## src/rtl/wptr_full_ctrl_pkg.sv

```systemverilog
// Shared helpers for the write- and read-side FIFO pointer controllers:
// address-width derivation and Gray/binary conversion.
package wptr_full_ctrl_pkg;

    function automatic int unsigned calc_aw(input int unsigned depth);
        return $clog2(depth);
    endfunction

    // Callers zero-extend into 32 bits and cast the result back to their width.
    function automatic logic [31:0] bin2gray(input logic [31:0] b);
        return b ^ (b >> 1);
    endfunction

    function automatic logic [31:0] gray2bin(input logic [31:0] g);
        logic [31:0] b;
        b[31] = g[31];
        for (int i = 30; i >= 0; i--) begin
            b[i] = b[i+1] ^ g[i];
        end
        return b;
    endfunction

endpackage

```

## src/rtl/sync_nff.sv

```systemverilog
// N-stage flop synchronizer for a multi-bit Gray-coded bus; async active-low reset.
module sync_nff #(
    parameter int unsigned WIDTH  = 1,
    parameter int unsigned STAGES = 2
) (
    input  logic             clk_i,
    input  logic             rst_ni,
    input  logic [WIDTH-1:0] d_i,
    output logic [WIDTH-1:0] q_o
);

    logic [STAGES*WIDTH-1:0] chain_q;
    logic [STAGES*WIDTH-1:0] chain_d;

    // Stage 0 sits in the low slice; the oldest sample is in the top slice.
    always_comb begin
        chain_d = {chain_q[(STAGES-1)*WIDTH-1:0], d_i};
    end

    always_ff @(posedge clk_i or negedge rst_ni) begin
        if (!rst_ni) begin
            chain_q <= '0;
        end else begin
            chain_q <= chain_d;
        end
    end

    assign q_o = chain_q[STAGES*WIDTH-1 -: WIDTH];

endmodule

```

## src/rtl/wptr_full_ctrl.sv

```systemverilog
// Write-side pointer and full/level controller for an asynchronous FIFO.
// All flags are computed from next-state pointers and registered, so they are glitch-free.
module wptr_full_ctrl
    import wptr_full_ctrl_pkg::*;
#(
    parameter int unsigned DEPTH       = 1024,
    parameter int unsigned SYNC_STAGES = 2,
    parameter int unsigned AF_LEVEL    = DEPTH - 4,
    localparam int unsigned AW         = calc_aw(DEPTH)
) (
    input  logic          clk_w,
    input  logic          rst_w,
    input  logic          wrt_enable,
    input  logic [AW:0]   rptr_gray_async,
    input  logic          clr_ovf,
    output logic          wrt_en,
    output logic [AW-1:0] waddr,
    output logic [AW:0]   wptr_gray,
    output logic          full,
    output logic          almost_full,
    output logic [AW:0]   wr_level,
    output logic          overflow
);

    localparam logic [AW:0] AfThr = (AW+1)'(AF_LEVEL);

    logic [AW:0] rq;
    logic [AW:0] rbin;
    logic [AW:0] full_target;
    logic [AW:0] wbin_q, wbin_d;
    logic [AW:0] wgray_q, wgray_d;
    logic [AW:0] level_q, level_d;
    logic        full_q, full_d;
    logic        af_q, af_d;
    logic        ovf_q, ovf_d;
    logic        wen;

    sync_nff #(
        .WIDTH  (AW + 1),
        .STAGES (SYNC_STAGES)
    ) u_rptr_sync (
        .clk_i  (clk_w),
        .rst_ni (rst_w),
        .d_i    (rptr_gray_async),
        .q_o    (rq)
    );

    always_comb begin
        wen         = wrt_enable & ~full_q;
        wbin_d      = wbin_q + {{AW{1'b0}}, wen};
        wgray_d     = (AW+1)'(bin2gray(32'(wbin_d)));
        rbin        = (AW+1)'(gray2bin(32'(rq)));
        // Full when the write pointer has lapped the read pointer exactly once.
        full_target = {~rq[AW:AW-1], rq[AW-2:0]};
        level_d     = wbin_d - rbin;
        full_d      = (wgray_d == full_target);
        af_d        = (level_d >= AfThr);
        // A blocked write in the same cycle as a clear keeps the flag set.
        ovf_d       = (ovf_q & ~clr_ovf) | (wrt_enable & full_q);
    end

    always_ff @(posedge clk_w or negedge rst_w) begin
        if (!rst_w) begin
            wbin_q  <= '0;
            wgray_q <= '0;
            level_q <= '0;
            full_q  <= 1'b0;
            af_q    <= 1'b0;
            ovf_q   <= 1'b0;
        end else begin
            wbin_q  <= wbin_d;
            wgray_q <= wgray_d;
            level_q <= level_d;
            full_q  <= full_d;
            af_q    <= af_d;
            ovf_q   <= ovf_d;
        end
    end

    assign wrt_en      = wen;
    assign waddr       = wbin_q[AW-1:0];
    assign wptr_gray   = wgray_q;
    assign full        = full_q;
    assign almost_full = af_q;
    assign wr_level    = level_q;
    assign overflow    = ovf_q;

endmodule

```

## config.mk

```make
export PLATFORM = sky130hd
export DESIGN_NAME = wptr_full_ctrl
export DESIGN_NICKNAME = d
export VERILOG_FILES = /design/src/rtl/wptr_full_ctrl_pkg.sv /design/src/rtl/sync_nff.sv /design/src/rtl/wptr_full_ctrl.sv
export SDC_FILE = /design/constraint.sdc
export NUM_CORES = 1
export LEC_CHECK = 0
export CAP_MARGIN = 15
export CORE_MARGIN = 2
export CORE_UTILIZATION = 31
export CTS_CLUSTER_SIZE = 40
export DETAILED_ROUTE_END_ITERATION = 10
export HOLD_SLACK_MARGIN = 0.1
export PLACE_DENSITY = 0.65
export SLEW_MARGIN = 10
export SYNTH_ARGS = -nofsm -noshare
export SYNTH_HDL_FRONTEND = slang
export SYNTH_SLANG_ARGS = --single-unit
```

## constraint.sdc

```tcl
create_clock -name clk_w -period 3.4 [get_ports clk_w]
set_input_delay 0.85 -clock clk_w [delete_from_list [all_inputs] [get_ports clk_w]]
set_output_delay 0.85 -clock clk_w [all_outputs]
set_load 0.01 [all_outputs]
```

# --- Word-level counts from Yosys, hierarchy flattened ---
# Index checks and enable logic that the tools add are counted.
word_totals:
  regBits: 58
  inputBits: 15
  out_inout_bits: 36
  word_cells: 29
op_classes:
  n_addsub: 2
  n_lt_le_gt_ge: 1
  n_eq_ne: 1
  n_bitwise: 18
op_table:
  columns: ["cell", "n"]
  rows:
  - ["adder 11 x 1 -> 11 bit", 1]
  - ["equality test 11 bit", 1]
  - ["greater-or-equal comparator 11 x 10 -> 1 bit, second input constant", 1]
  - ["subtractor 11 bit", 1]
  - ["bitwise XOR 11 x 10 -> 11 bit", 1]
  - ["bitwise XOR 1 bit", 10]
  - ["bitwise AND 1 bit", 3]
  - ["inverter 1 bit", 2]
  - ["inverter 2 bit", 1]
  - ["bitwise OR 1 bit", 1]

# --- Logic depth before layout (Yosys ltp) ---
logic_depth:
  word_depth: 12
  depth_mapped: 15
  depth_no_buf: 15

# --- By module ---
# A second synthesis with hierarchy kept.
hier_totals:
  hier_cells: 224
  area_unflattened_um2: 2780.2
modules_own_cells:
  columns: ["mod", "n_inst", "cells_each", "area_each_um2", "seq_area_each_um2"]
  rows:
  - ["wptr_full_ctrl", 1, 191, 2147.1, 875.8]
  - ["sync_nff", 1, 33, 633.1, 550.5]

# --- Least setup slack after synthesis ---
# OpenSTA, ideal clock, no wires.
synth_timing:
  path_type: "reg2reg"
  startpoint: "register u_rptr_sync.chain_q[21]"
  endpoint: "register af_q, in the netlist almost_full"
  setup_ns: 0.120
  arrival_ns: 3.569
  t_required_ns: 3.280
  path_slack_ns: -0.289
  path_stages_with_launch: 16
  path_buffers: 0
  period_less_slack_ns: 3.689
  path_cell_list: "dfrtp_1 > xnor2_2 > xnor3_2 > xor3_2 > xnor3_2 > xor2_4 > xnor2_1 > ha_1 > inv_1 > fa_1 > a21o_1 > a21oi_1 > o2111ai_1 > a41oi_1 > xor2_1 > a41o_1"
synth_between:
  elab_chain_len: 12
synth_rtl:
  columns: ["element", "line_no", "source"]
  rows:
  - ["from (decl)", "sync_nff.sv:12", "logic [STAGES*WIDTH-1:0] chain_q;"]
  - ["from (signal assigned)", "sync_nff.sv:24", "chain_q <= chain_d;"]
  - ["bitwise XOR 1 bit (10 in a row)", "wptr_full_ctrl_pkg.sv:18", "b[i] = b[i+1] ^ g[i];"]
  - ["subtractor 11 bit *", "wptr_full_ctrl.sv:55", "level_d = wbin_d - rbin;"]
  - ["named net level_d[10]", "wptr_full_ctrl.sv:32", "logic [AW:0] level_q, level_d;"]
  - ["greater-or-equal comparator 11 x 10 -> 1 bit *", "wptr_full_ctrl.sv:57", "af_d = (level_d >= AfThr);"]
  - ["named net af_d", "wptr_full_ctrl.sv:34", "logic af_q, af_d;"]
  - ["to (signal assigned)", "wptr_full_ctrl.sv:68", "af_q <= 1'b0;"]
  - ["to (signal assigned)", "wptr_full_ctrl.sv:75", "af_q <= af_d;"]
  - ["to (decl)", "wptr_full_ctrl.sv:34", null]
# The timed path passes the listed nets; every way through them passes the cells marked *.

# --- Worst setup path after layout ---
layout_timing:
  startpoint: "register u_rptr_sync.chain_q[20]"
  endpoint: "register af_q, in the netlist almost_full"
layout_between:
  elab_chain_len: 12
layout_rtl:
  columns: ["element", "line_no"]
  rows:
  - ["bitwise XOR 1 bit *", "wptr_full_ctrl_pkg.sv:18"]
  - ["bitwise XOR 1 bit (9 in a row)", "wptr_full_ctrl_pkg.sv:18"]
  - ["subtractor 11 bit *", "wptr_full_ctrl.sv:55"]
  - ["named net level_d[10]", "wptr_full_ctrl.sv:32"]
  - ["greater-or-equal comparator 11 x 10 -> 1 bit *", "wptr_full_ctrl.sv:57"]
  - ["named net af_d", "wptr_full_ctrl.sv:34"]
# Marked as above.

==> impl_metrics.toml <==
[floorplan]
die_h_um = 96.66
core_area_um2 = 8258
die-area_um2 = 9342
rows = 33
chipWidth_um = 96.66
start_util_pct = 32.23
io_pins = 51

[global_routing]
overflow = 0
antenna_found_initial = 0
grt_pass1_vias = 2092
grt_max_degree = 50
grt_usage_pct = 13.27
grt_first_pass_wirelength_um = 9894

[route]
dr_total_vias = 1987
highest_layer = "met4"
viasPerCell = 4.537
first_pass_iters = 4
totalWireLength_um = 5977
wl_per_cell_um = 13.65
drt-initial-drc-count = 60
wl_met1_um = 2767
ant_nets = 0
met2WireLength_um = 2782
drc = 0
route.met3.wl_um = 313

[cts]
root_buffer = "clkbuf_8"
hold_buffers = 0
cts_buffer_depth = 2
cts_tree = "done"
cts_buffers = 9
clock_latency_ns = 0.33
path_clk_slew_ns = 0.06
cts_sinks = 57
cts_max_level = 3

[finish]
fin_util_pct = 49.21
layout_commonest_cell = "buf_4"
stdcell_area_um2 = 4064
area_delta_synth_final_pct = 52.70
drive_gt1_share_pct = 31.83
final_cell_mix = "buf_4 (64), dfrtp_1 (57), clkdlybuf4s50_1 (49)"
n_antenna_cell = 0
final_nets = 360

[power_and_ir_drop]
p_sw_mw = 1.294
combinationalPowerShare_pct = 59.9
clkPwrFrac_pct = 14.0
max-vdd-ir-drop_uv = 350.0
seqPwrFrac_pct = 26.1
swShare_pct = 34.74
leakage_nw = 1.949
p_int_mw = 2.431
power_density_nw_per_um2 = 916.7

[logic_synthesis]
syn_area_per_cell_um2 = 12.92
synth_top_area_share_pct = 53.60
ys_ff_latch = 57
yosysSeqAreaShare_pct = 53.60
syn_inst = 206
synthFlopType = "dfrtp_1"
ys_types = 43
synthArstFlopShare_pct = 100.0
syn-num-nets = 234
yosysWarnings = 0
synth-edff-count = 0
synth_area_leaders = "dfrtp_1 (54%), xnor2_1 (6.6%), xor2_1 (6.3%)"
yosysTopAreaCell = "dfrtp_1"
synth.cell_area_um2 = 2661

[timing]
slew_headroom_pct = 69.95
finalCritPeriodShare_pct = 106.4
hold_ws_ns = 0.3455
setup_viol = 4
worst_pin_slew_ns = 0.4493
setup_slack_ns = -0.2192
rsz0062_at_grt = "yes"
drv_slew = 0
fin_crit_ns = 3.619
finClkSkew_ns = 0.007654
hold_viol = 0
clock.fmax_ghz = 0.2763

[setup_path]
cp_max_fo = 3
start_kind = "register"
crit_type = "reg2reg"
arrival_ns = 3.84
critical_path.cell_chain = "xnor2_2, xnor3_2, xor3_2, xnor3_2, xor2_4, xnor2_2, ha_2, inv_2, fa_2, a21o_1, a21oi_4, o2111ai_2, a41oi_2, xor2_2, a41o_1"
critPathCaptureType = "register"
cp_slowest_cell = "dfrtp_1"
cpPeakStageDelay_ns = 0.40
cpLargestDelayFamily = "XOR/XNOR gates"
crit_buf_inv = 1
critical_path_required_ns = 3.62

[job]
drv_cap = 0

[placed_design]
post_dp_cell_area_um2 = 3725
gp_congestion = 0.8737
port_buffers = 50
dp_hpwl_um = 4297

[outcome]
violations = "negative setup slack"
status = "finished, violations left"

[hold_path]
min_path_type = "reg2reg"
==> cell families (layout without fill, tap and decap cells) <==
| logic type | after synthesis | after routing | synth area share, % |
|---|---|---|---|
| AO/OA/AOI/OAI | 28 | 28 | 7.899 |
| XOR/XNOR | 48 | 48 | 20.64 |
| adder cells (fa/ha/maj) | 13 | 13 | 6.394 |
| buffers and inverters | 15 | 142 | 2.116 |
| flip-flops | 57 | 57 | 53.60 |
| multiplexers | 1 | 1 | 0.3761 |
| AND/OR/NAND/NOR | 44 | 44 | 8.980 |
==> final timing paths <==
check                                                  startpoint                                 to  slack, ns  cells past startpoint
worst min-delay path             u_rptr_sync.chain_q[0]$_DFF_PN0_  u_rptr_sync.chain_q[11]$_DFF_PN0_       0.35                      0
min in group asynchronous                                   rst_w               wbin_q[10]$_DFF_PN0_       0.43                      1
max in group asynchronous                                   rst_w              almost_full$_DFF_PN0_       2.33                      3
worst max-delay path            u_rptr_sync.chain_q[20]$_DFF_PN0_              almost_full$_DFF_PN0_      -0.22                     15
worst min register to register   u_rptr_sync.chain_q[0]$_DFF_PN0_  u_rptr_sync.chain_q[11]$_DFF_PN0_       0.35                      0
worst max register to register  u_rptr_sync.chain_q[20]$_DFF_PN0_              almost_full$_DFF_PN0_      -0.22                     15
==> final cells by class <==
type,count,area [um^2]
fillers,754,4194
flip-flops and latches,57,1426
multi-input cells,134,1297
repair buffers,115,996.0
clock buffers,11,151.4
well taps,105,131.4
inverters,15,56.30
clock inverters,1,5.005
==> state kept, by name (all words and copies together), names as in the netlist <==
register,count
wbin_q,11
full,1
wptr_gray,10
overflow,1
u_rptr_sync.chain_q,22
wr_level,11
almost_full,1
==> synthesized netlist by cell type (2+ instances only) <==
library cell,n
xor2_1,19
o21ai_0,5
nand4_1,5
nor3_1,4
xnor3_1,3
xnor3_2,2
a211oi_1,3
xnor2_1,20
dfrtp_1,57
nor2b_1,2
nor2_1,8
a21oi_1,2
o21a_1,2
ha_1,12
inv_1,15
and4_1,2
a21o_1,5
nand3_1,4
nand3b_1,2
nand2_1,8
and3_1,4
==> through the flow <==
stage | cells | TNS, ns | setup slack, ns | total power [mW]
after floorplan | 206 | -0.1264 | -0.1264 | 1.938
after global placement | 418 | -2.311 | -0.4744 | 2.946
after detailed placement | 418 | -2.857 | -0.5995 | 2.972
after CTS | 434 | -0.6538 | -0.2596 | 3.622
after global routing | 438 | -1.142 | -0.3496 | 4.003
final | 438 | -0.4943 | -0.2192 | 3.725
==> metal layers <==
metal | global-route usage, % | vias to the layer above
met1 | 17.24 | 958
met4 | 6.067 | 0
met5 | 0 | -
li1 | - | 959
met3 | 4.335 | 10
met2 | 20.19 | 60
==> power by group through the flow <==
stage                     Clock, mW  Sequential, mW  Combinational (mW)
after global placement            0           0.978                1.97
after CTS                     0.539           0.970                2.11
after floorplan                   0            1.02               0.916
after global routing          0.571           0.996                2.44
after detailed placement          0           0.974                2.00
final                         0.523           0.971                2.23
==> worst register-to-register path, delay by kind of cell (launching register included) <==
| family | cells | cell delay, ns |
|---|---|---|
| buffers and inverters | 1 | 0.04 |
| AO/OA/AOI/OAI | 5 | 1.00 |
| adder cells (fa/ha/maj) | 2 | 0.57 |
| XOR/XNOR | 7 | 1.51 |
| flip-flops | 1 | 0.40 |
==> what timing repair did <==
item / CTS / global route
gates resized for setup: 7 / 14
setup endpoints to repair: 5 / 8
pin swaps: 3 / 1
setup buffers: 4 / 5
hold endpoints to repair: 0 / 0
(Power assumes the default switching activity.)
==> RTL edit 1 (config.mk and constraints unchanged) <==
`DEPTH`: 1024 -> 2048.
--- a/src/rtl/wptr_full_ctrl.sv
+++ b/src/rtl/wptr_full_ctrl.sv
@@ -3,7 +3,7 @@
 module wptr_full_ctrl
     import wptr_full_ctrl_pkg::*;
 #(
-    parameter int unsigned DEPTH       = 1024,
+    parameter int unsigned DEPTH       = 2048,
     parameter int unsigned SYNC_STAGES = 2,
     parameter int unsigned AF_LEVEL    = DEPTH - 4,
     localparam int unsigned AW         = calc_aw(DEPTH)
Ports: changed (resized rptr_gray_async, waddr, wptr_gray and wr_level); port bits go from 51 to 55. No check against the original RTL was run, so the function may have changed too.
==> RTL edit 1 against the original RTL <==
- the flow still finishes with violations (setup timing)
- sequential power grew 5%
- final area up 6.8%
- clock skew is 0.00094 ns higher
- sequential cell count grew 5
- via count rose by 1.5%
- combinational power increased by 9.9%
- synthesized area rose by 3.5%
- total power is 8.1% higher
- cell count rose by 7.3%
- worst setup slack got worse by 0.87 ns
- synthesized cell count is 6.3% higher
- critical endpoint unchanged
- maximum frequency decreased by 19%
- wire length up 2.5%
- first-iteration DRC count down 18%
==> RTL edit 1: results (changes against the original RTL) <==
[outcome]
status=finished with violations
violations=setup timing

[clock_tree]
post_cts_buffers=13  ; +9
root_buffer=clkbuf_8
ctsResizeCount=12  ; +5
cts_max_level=3  ; unchanged
clk_latency_ns=0.34
cts_buffers=9  ; unchanged
clockBufferDepth=2  ; unchanged

[global_routing]
grtUsageTotal_pct=13.7  ; +0.42 points
first_global_vias=2124  ; +1.5%
grt_start_max_net_pins=36  ; -28%
grt_pass1_wl_um=10200  ; +3.2%

[placed_design]
gp_congestion=0.826  ; -5.5%
dp_hpwl_um=4510  ; +4.9%
numPortBuffers=54  ; +8.0%

[timing]
hold_viol_final=0  ; unchanged
fin_skew_ns=0.00859  ; +0.000940 ns
final.setup.worst_slack_ns=-1.09  ; -0.873 ns
setup_tns_ns=-5.87  ; -5.37 ns
slew_headroom_pct=58.0  ; -12 points
setup_violations=10  ; +6

[yosys]
syn_nets=249  ; +6.4%
dominantRegCellSynth=dfrtp_1
ys_types=33  ; -23%
synth-edff-count=0  ; unchanged
async_flop_share_pct=100  ; unchanged
synthTopCellsByArea=dfrtp_1 (56%), xor2_1 (9.2%), xnor2_1 (6.0%)
ys_seq_area_share_pct=56.3  ; +2.7 points
yosys_warnings=0  ; unchanged
synth_common_cells=dfrtp_1 (62), xor2_1 (29), xnor2_1 (19), inv_1 (14), ha_1 (13)

[worst_setup_path]
crit_path_max_fanout=2  ; -1
worstPathArrival_ns=4.71  ; +0.87 ns

[cells_and_area]
largest-register=u_rptr_sync.chain_q
final_nets=388  ; +7.8%
drive_gt1_share_pct=32.9  ; +1.0 points
largest_reg_flops=24  ; +9.1%

[routing]
drtIter0Drc=49  ; -18%
vias_per_cell=4.29  ; -5.4%
dr.pass1.iters=4  ; unchanged
routed_wl_um=6130  ; +2.5%

[power_and_ir_drop]
leakagePower_nw=2.04  ; +4.7%
ir_worst_vdd_mv=0.561  ; +60%

==> RTL edit 1: cell types whose count changed after synthesis, sizes merged, moves of 3 or more <==
cell	change
dfrtp	+5
xor2	+15
xnor3	-5
a21oi	+8
nand4	-3
nand3	+3
==> RTL edit 1: final cells by class <==
| cell class | instances | area, um^2 |
|---|---|---|
| flip-flops and latches | 62 | 1550 |
| repair buffers | 129 | 1130 |
| well taps | 108 | 135 |
| clock buffers | 14 | 163 |
| multi-input cells | 142 | 1310 |
| inverters | 14 | 52.6 |
| clock inverters | 1 | 5.00 |
| fillers | 807 | 4340 |
==> RTL edit 1: final timing paths <==
path | start | to | slack, ns | cells past startpoint
max in group asynchronous | rst_w | u_rptr_sync.chain_q[19] | 2.27 | 2
max | u_rptr_sync.chain_q[22] | almost_full | -1.09 | 21
max reg2reg | u_rptr_sync.chain_q[22] | almost_full | -1.09 | 21
min | u_rptr_sync.chain_q[1] | u_rptr_sync.chain_q[13] | 0.35 | 0
min reg2reg | u_rptr_sync.chain_q[1] | u_rptr_sync.chain_q[13] | 0.35 | 0
min in group asynchronous | rst_w | wr_level[3] | 0.52 | 1
==> RTL edit 1: per-layer routing <==
metal | share of wire [%] | vias up | track usage [%]
li1 | - | 1003 | -
met1 | 47 | 954 | 18.1
met2 | 47 | 51 | 21.3
met3 | 5.5 | 8 | 5.08
met4 | 1.3 | 0 | 3.90
met5 | 0 | - | 0
==> RTL edit 1: kinds of logic after synthesis <==
| kind of cell | Yosys count | synth area share (%) |
|---|---|---|
| flops | 62 | 56.3 |
| xor+xnor | 56 | 20.4 |
| simple gates | 44 | 7.95 |
| compound gates | 28 | 6.63 |
| buf+inv | 15 | 2.04 |
| fa+ha+maj | 14 | 6.63 |
==> RTL edit 1: through the flow <==
step	instance area, um^2	cells	power, W
3_5_place_dp	3930	443	0.00302
6_report	4340	470	0.00403
5_1_grt	4340	470	0.00431
2_1_floorplan	2780	219	0.00196
3_3_place_gp	3930	443	0.00300
4_1_cts	4240	467	0.00391
==> RTL edit 1: critical path, cell delays in order, from the launching register on <==
cell      delay [ns]
dfrtp_1         0.40
xnor2_2         0.24
xor2_2          0.22
xor2_2          0.23
xor2_2          0.22
xor2_2          0.27
xor2_4          0.20
xnor2_2         0.16
xor2_2          0.19
xnor2_1         0.15
ha_2            0.21
inv_2           0.04
fa_2            0.33
a21o_1          0.19
a21oi_2         0.15
nor2b_2         0.07
or4_4           0.43
a21oi_4         0.17
o21bai_1        0.09
a21oi_2         0.17
xnor2_2         0.08
a41o_1          0.18
==> RTL edit 1: report_power, final <==
part           total, W  internal, W  switching (W)
Clock          0.000559     0.000300       0.000259
Combinational   0.00245      0.00141        0.00104
Sequential      0.00102     0.000917       0.000101
Total           0.00403      0.00263        0.00140
==> RTL edit 2 (same flow settings) <==
Without the edit above. Register the output `wr_level` once more, with the module's reset; this adds one clock of latency there. The other outputs are not delayed to match.
--- a/src/rtl/wptr_full_ctrl.sv
+++ b/src/rtl/wptr_full_ctrl.sv
@@ -82,7 +82,13 @@
     assign wptr_gray   = wgray_q;
     assign full        = full_q;
     assign almost_full = af_q;
-    assign wr_level    = level_q;
+    always_ff @(posedge clk_w or negedge rst_w) begin
+        if (!rst_w) begin
+            wr_level <= '0;
+        end else begin
+            wr_level <= level_q;
+        end
+    end
     assign overflow    = ovf_q;
 
 endmodule
Formal check against the unedited RTL: not equivalent (a bounded check fails within 4 cycles, from zero or initial values and one cycle with rst_w low).
==> RTL edit 2 against the original RTL <==
- the run still ends with setup timing left
- global-route usage fell by 0.66 points
- worst setup slack improved by 0.0018 ns
- synthesized area rose by 10%
- total power rose by 6.5%
- sequential cell count rose by 11
- critical endpoint unchanged
- count of clock-buffer cells in the layout rose by 2
- clock power rose by 8.8%
- core utilization fell by 2.5 points
- final area rose by 5.7%
- wire length rose by 0.30%
- maximum frequency barely moved
==> RTL edit 2: results (changes against the original RTL) <==
[outcome]
status=finished with violations
violations=setup timing

[yosys]
synth_common_cells=dfrtp_1 (68), xnor2_1 (20), xor2_1 (19), inv_1 (15), ha_1 (12)
synthTopCellsByArea=dfrtp_1 (58%), xnor2_1 (6.0%), xor2_1 (5.7%)
ys_seq_area_share_pct=57.9  ; +4.3 points
syn_nets=245  ; +4.7%

[clock_tree]
clk_latency_ns=0.34

[cells_and_area]
final_nets=363  ; +0.83%
fillers=820  ; +8.8%
largest-register=u_rptr_sync.chain_q
drive_gt1_share_pct=28.3  ; -3.5 points

[routing]
drtIter0Drc=57  ; -5.0%
vias=1987  ; unchanged
dr.pass1.iters=4  ; unchanged
routedWlPerCell_um=13.3  ; -2.4%

[placed_design]
placed_area_um2=3980  ; +6.8%
gp_congestion=0.830  ; -5.0%
dp_hpwl_um=4410  ; +2.7%

[global_routing]
grt_start_max_net_pins=29  ; -42%
first_global_vias=2089  ; -0.14%
grtUsageTotal_pct=12.6  ; -0.66 points
grt_pass1_wl_um=9790  ; -1.0%

[timing]
final.setup.worst_slack_ns=-0.217  ; +0.00185 ns
fin_skew_ns=0.00651  ; -0.00114 ns
worstMarginPinSlew_ns=0.436  ; -0.0133 ns
setup_violations=3  ; -1

[worst_setup_path]
crit_path_max_fanout=3  ; unchanged

[power_and_ir_drop]
leakagePower_nw=2.04  ; +4.4%
ir_worst_vdd_mv=0.371  ; +6.1%

-- RTL edit 2: cell count changes after synthesis, sizes merged --
cell | before | now
dfrtp | 57 | 68
-- RTL edit 2: final timing paths --
check                                   startpoint                 endpoint  slack (ns)  depth (start not counted)
setup / recovery           u_rptr_sync.chain_q[20]              almost_full       -0.22                         15
hold / removal              u_rptr_sync.chain_q[8]  u_rptr_sync.chain_q[19]        0.34                          0
setup reg to reg           u_rptr_sync.chain_q[20]              almost_full       -0.22                         15
hold reg to reg             u_rptr_sync.chain_q[8]  u_rptr_sync.chain_q[19]        0.34                          0
max in group asynchronous                    rst_w  u_rptr_sync.chain_q[16]        2.28                          2
min in group asynchronous                    rst_w             wptr_gray[8]        0.42                          1
-- RTL edit 2: cell families (layout without fill, tap and decap cells) --
family,Yosys count,in the layout,share of synthesized area (%)
flops,68,68,57.9
fa+ha+maj,13,13,5.79
buf+inv,15,137,1.92
simple gates,44,44,8.14
mux,1,1,0.341
compound gates,28,28,7.16
xor+xnor,48,48,18.7
-- RTL edit 2: report_power, final --
part | total, W | internal [W] | switching (W)
combinational | 0.00223 | 0.00128 | 0.000950
clock | 0.000569 | 0.000298 | 0.000271
sequential | 0.00116 | 0.00104 | 0.000121
total | 0.00397 | 0.00263 | 0.00134
-- RTL edit 2: metrics by stage --
| step | total power, W | utilization, % | std cells | TNS (ns) | setup slack [ns] |
|---|---|---|---|---|---|
| after floorplan | 0.00214 | - | 217 | -0.126 | -0.126 |
| after global placement | 0.00314 | 43.3 | 431 | -1.60 | -0.414 |
| after detailed placement | 0.00315 | 43.3 | 431 | -1.94 | -0.466 |
| after CTS | 0.00384 | 45.6 | 448 | -0.524 | -0.271 |
| after global routing | 0.00429 | 46.7 | 450 | -0.919 | -0.373 |
| final | 0.00397 | 46.7 | 450 | -0.254 | -0.217 |
-- RTL edit 2: per-layer routing --
layer / wire [um] / GRT usage (%)
met5: 0 / 0
met4: 129 / 7.28
met3: 306 / 3.73
met2: 2850 / 19.4
met1: 2710 / 15.9
-- RTL edit 2: area by class of cell --
| class | count | share of cell area (%) |
|---|---|---|
| Timing Repair Buffer | 107 | 21.6 |
| Multi-Input combinational cell | 134 | 30.3 |
| Tap cell | 111 | 3.23 |
| Clock buffer | 13 | 3.70 |
| Inverter | 15 | 1.31 |
| Sequential cell | 68 | 39.6 |
| Clock inverter | 2 | 0.233 |
-- RTL edit 2: what timing repair did --
item / 4_1_cts / 5_1_grt
buffers inserted: 2 / 3
hold buffers: 0 / 0
cloned: 0 / 0
pin swaps: 5 / 9
endpoints found under the setup margin: 4 / 9
hold endpoints to repair: 0 / 0
gates resized for setup: 5 / 15
